$ cat config.mk
export PLATFORM = sky130hd
export DESIGN_NAME = ex_result_pipe
export DESIGN_NICKNAME = d
export VERILOG_FILES = /design/src/rtl/spu_pkg.sv /design/src/rtl/ex_fwd_select.sv /design/src/rtl/ex_result_pipe.sv
export SDC_FILE = /design/constraint.sdc
export NUM_CORES = 2
export LEC_CHECK = 0
export ABC_CLOCK_PERIOD_IN_PS = 4300
export CAP_MARGIN = 20
export CORE_ASPECT_RATIO = 0.8
export CORE_UTILIZATION = 34
export CTS_CLUSTER_DIAMETER = 200
export DETAILED_ROUTE_END_ITERATION = 7
export GPL_TIMING_DRIVEN = 1
export PLACE_DENSITY = 0.57
export SLEW_MARGIN = 5
export SYNTH_ARGS = -nofsm -noshare
export SYNTH_HDL_FRONTEND = slang
export SYNTH_SLANG_ARGS = --single-unit
$ cat constraint.sdc
create_clock -name clk -period 4.3 [get_ports clk]
set_input_delay 0.86 -clock clk [delete_from_list [all_inputs] [get_ports clk]]
set_output_delay 0.86 -clock clk [all_outputs]
set_load 0.01 [all_outputs]
$ cat src/rtl/spu_pkg.sv
// spu_pkg: shared constants and result-entry type for the execute/write-back path
package spu_pkg;

   localparam int DATA_W  = 128;
   localparam int ADDR_W  = 7;
   localparam int MAX_LAT = 7;
   localparam int LAT_W   = 3;

   typedef struct packed {
      logic              valid;
      logic              we;
      logic [ADDR_W-1:0] rt;
      logic [DATA_W-1:0] data;
   } result_entry_t;

   // Latency 0 behaves as 1; anything deeper than the pipe behaves as MAX_LAT.
   function automatic logic [LAT_W-1:0] clamp_lat(input logic [LAT_W-1:0] lat);
      return (lat == '0) ? LAT_W'(1) : (int'(lat) > MAX_LAT) ? LAT_W'(MAX_LAT) : lat;
   endfunction

endpackage

$ cat src/rtl/ex_fwd_select.sv
// ex_fwd_select: priority match-and-mux picking the youngest in-flight writer of addr
module ex_fwd_select
   import spu_pkg::*;
(
   input  result_entry_t       entries [MAX_LAT],
   input  logic [ADDR_W-1:0]   addr,
   output logic                hit,
   output logic [DATA_W-1:0]   data
);

   // Ascending scan so the highest-index (youngest) match overrides older ones
   always_comb begin
      hit  = 1'b0;
      data = '0;
      for (int i = 0; i < MAX_LAT; i++) begin
         if (entries[i].valid && entries[i].we && entries[i].rt == addr) begin
            hit  = 1'b1;
            data = entries[i].data;
         end
      end
   end

endmodule

$ cat src/rtl/ex_result_pipe.sv
// ex_result_pipe: latency-aligned result staging with forwarding and hazard stall
module ex_result_pipe
   import spu_pkg::*;
(
   input  logic                clk,
   input  logic                reset,
   input  logic                flush,
   input  logic                issue_valid,
   input  logic [LAT_W-1:0]    issue_lat,
   input  logic [ADDR_W-1:0]   issue_rt,
   input  logic                issue_we,
   input  logic [DATA_W-1:0]   issue_data,
   output logic                issue_stall,
   input  logic [ADDR_W-1:0]   fwd_addr,
   output logic                fwd_hit,
   output logic [DATA_W-1:0]   fwd_data,
   output logic                wb_valid,
   output logic                wb_we,
   output logic [ADDR_W-1:0]   wb_addr,
   output logic [DATA_W-1:0]   wb_data
);

   result_entry_t      slots [MAX_LAT];
   result_entry_t      new_entry;
   logic [LAT_W-1:0]   lat;
   logic               structural;
   logic               waw;
   logic               accept;

   assign lat       = clamp_lat(issue_lat);
   assign new_entry = '{valid: 1'b1, we: issue_we, rt: issue_rt, data: issue_data};

   // Hazards against current slots: the slot that would shift into L-1, and any
   // same-destination writer at or above L that would otherwise retire later
   always_comb begin
      structural = 1'b0;
      waw        = 1'b0;
      for (int i = 0; i < MAX_LAT; i++) begin
         if (i == int'(lat)) structural = slots[i].valid;
         if (i >= int'(lat) && slots[i].valid && slots[i].we && slots[i].rt == issue_rt) waw = 1'b1;
      end
   end

   assign issue_stall = issue_valid & (structural | (issue_we & waw));
   assign accept      = issue_valid & ~issue_stall;

   // Shift toward slot 0 each cycle; an accepted issue lands at slot L-1
   always_ff @(posedge clk) begin
      if (reset || flush) begin
         slots <= '{default: '0};
      end else begin
         for (int i = 0; i < MAX_LAT-1; i++) slots[i] <= slots[i+1];
         slots[MAX_LAT-1] <= '0;
         if (accept) slots[lat - LAT_W'(1)] <= new_entry;
      end
   end

   ex_fwd_select u_fwd (
      .entries (slots),
      .addr    (fwd_addr),
      .hit     (fwd_hit),
      .data    (fwd_data)
   );

   assign wb_valid = slots[0].valid;
   assign wb_we    = slots[0].we;
   assign wb_addr  = slots[0].rt;
   assign wb_data  = slots[0].data;

endmodule

==> reports/metrics.cfg <==
[detailed_routing]
dr.pass1.iters=6
routed_wl_um=160000
viasPerCell=5.37
vias=37300
wl_per_cell_um=22.9
ant_nets=0
drc=0
drt_iter0_markers=3336

[power]
p_sw_w=0.00460
p_seq_share_pct=46.6
p_clk_share_pct=47.5
power.density_nw_per_um2=351
ir_worst_vdd_uv=289
switching_share_pct=23.7
combPwrFrac_pct=5.9
leakagePower_nw=24.2
intPower_w=0.0148

[worst_setup_path]
cp_slowest_cell=or2_4
required_ns=3.44
max_stage_delay_ns=0.34
path_cells=dlygate4sd2_1 -> buf_6 -> buf_4 -> xnor2_2 -> nand4_1 -> buf_6 -> or2_4 -> bufbuf_16 -> a311o_1 -> a31oi_1 -> buf_4 -> clkdlybuf4s15_2
worstPathMaxFanout=15
start_kind=input pin
critPathTopFamily=buffers and inverters
endpoint_kind=output pin
cp_data_arrival_time_ns=3.42
worstSetupPathType=in2out
crit_buf_inv=7

[logic_synthesis]
synth_area_leader_cell=dfxtp_1
syn_area_um2=42700
synthCells=4866
synth_top_area_share_pct=45.0
synth_area_leaders=dfxtp_1 (45%), mux2i_1 (16%), nand2_1 (12%)
yosysUniqueCellTypes=54
syn_area_per_cell_um2=8.77
synth_edf_count=0
dominantRegCellSynth=dfxtp_1
synth.most_common_cell=nand2_1
synth_nets=5016
ys_ff_latch=959
postSynth.asyncResetShare_pct=0
yosys_warnings=0
seq_area_frac_synth_pct=45.0
synth_common_cells=nand2_1 (1348), dfxtp_1 (959), mux2i_1 (676), clkbuf_1 (306), nor2_1 (175)

[floorplanning]
io_pins=417
core_um2=124000
initial_core_util_pct=34.5
die_h_um=319
die_x_um=398
fp-row-count=115
die-area_um2=127000

[placement]
gp_congestion=0.852
pre_cts_slack_ns=-0.759
hpwl_um=98600
dp_cells=6673
portBuffers=416

[timing]
setup_tns_ns=0
tightest_slew_ns=1.03
period_minus_slack_ns=4.28
holdWs_ns=0.432
fmax_mhz=233
max-slew-margin-rel_pct=31.5
setup_slack_ns=0.0169
finalCritPeriodShare_pct=99.6
skew_ns=0.0371
report.final.slew_viol_count=0
setup_viol_count_final=0
hold_violations=0

[global_routing]
grt_overflow=0
grt_pass1_vias=35900
track_usage_pct=24.3
grt_pass1_wl_um=235000
grt_max_degree=128
antenna_found_initial=19

[clock_network]
ctsLongestPathBuffers=3
clk_pin_slew_ns=0.06
cts.sink_count=959
root_buffer=clkbuf_16
insertion_delay_ns=0.72
cts_made_buffers=102
cts_tree=yes
cts_hold_buf=0
h-tree-depth=3

[final_layout]
fill_cells=12000
utilization_pct=44.6
post_route_cells_drive_above_1_share_pct=14.6
final_cells=6958
num-nets-final=5382
syn2layout_area_growth_pct=29.4

[worst_hold_path]
hold_path.class=reg2reg

[flow_run]
cap_violations=0

[outcome]
run_status=completed

## worst register-to-register path: stages (launching register included)
cell and delay [ns]:
dfxtp_1 0.33, buf_4 0.14, xnor2_1 0.12, nand3_1 0.09
nor4_1 0.05, buf_4 0.13, a311o_1 0.34, buf_4 0.14
buf_4 0.16, o31ai_4 0.75, buf_12 0.32, mux2i_1 0.32
## stage by stage
| step | area [um2] | total power, W |
|---|---|---|
| after floorplan | 42700 | 0.00981 |
| after global placement | 49800 | 0.0103 |
| after detailed placement | 49800 | 0.0103 |
| after CTS | 55000 | 0.0195 |
| after global routing | 55200 | 0.0200 |
| final | 55200 | 0.0194 |
## placed cells by master, fill, tap and decap left out, drive strengths merged, types with 106 or more instances in the layout
cell           Yosys  layout
and2             140     140
clkdlybuf4s50      0     279
o31a             106     106
buf              257     441
clkbuf           306     174
dfxtp            959     959
mux2i            676     676
a311oi           110     110
nand2           1348    1348
a21oi            143     143
nor2             176     176
and3             109     109
## final cells by class
| cell class | count | area, um2 | share of cell area [%] |
|---|---|---|---|
| clock buffers | 150 | 3020 | 5.47 |
| diodes | 3 | 7.51 | 0.0136 |
| clock inverters | 39 | 438 | 0.793 |
| repair buffers | 825 | 9090 | 16.5 |
| well taps | 1638 | 2050 | 3.71 |
| flip-flops and latches | 959 | 19200 | 34.8 |
| inverters | 3 | 11.3 | 0.0204 |
| multi-input cells | 3341 | 21400 | 38.7 |
## path summary, 6_finish.rpt
check             cells after the start  slack, ns               endpoint             startpoint
hold reg to reg                       2       0.43  slots[749]$_SDFF_PP0_  slots[612]$_SDFF_PP0_
hold / removal                        2       0.43  slots[749]$_SDFF_PP0_  slots[612]$_SDFF_PP0_
setup reg to reg                     11       1.33  slots[640]$_SDFF_PP0_  slots[408]$_SDFF_PP0_
setup / recovery                     12       0.02          fwd_data[117]            fwd_addr[4]
## state kept, by name (all words and copies together), names as in the netlist
register,flops
wb_we,1
slots,822
wb_addr,7
wb_data,128
wb_valid,1
## cell families (layout without fill, tap and decap cells)
kind of cell	after synthesis	count (layout)	share of synthesized area, %
simple gates	1891	1891	18.7
flops	959	959	45.0
compound gates	683	683	12.0
mux	676	676	15.9
buf+inv	566	1017	6.65
xor+xnor	91	91	1.87
other cells	0	3	0
## power by group through the flow
| stage | Clock, W | Sequential [W] | Combinational, W |
|---|---|---|---|
| after global placement | 0 | 0.00923 | 0.00109 |
| after detailed placement | 0 | 0.00923 | 0.00110 |
| after CTS | 0.00934 | 0.00904 | 0.00113 |
| after floorplan | 0 | 0.00921 | 0.000605 |
| final | 0.00920 | 0.00904 | 0.00114 |
| after global routing | 0.00973 | 0.00904 | 0.00120 |
## what timing repair did
| action | CTS | global route |
|---|---|---|
| cloned | 21 | 2 |
| pin swaps | 51 | 18 |
| setup buffers | 63 | 12 |
| resized for setup | 493 | 75 |
| endpoints found under the setup margin | 130 | 108 |
## layer usage
layer  track usage, %  vias up  part of all wire (%)
met5                0        -                 0.071
met4             5.89       16                   2.1
met3             4.14      218                   6.6
met2             36.4     1338                    43
met1             35.7    18400                    48
li1                 -    17300                     -
No activity file was read; power rests on OpenSTA's default activity.
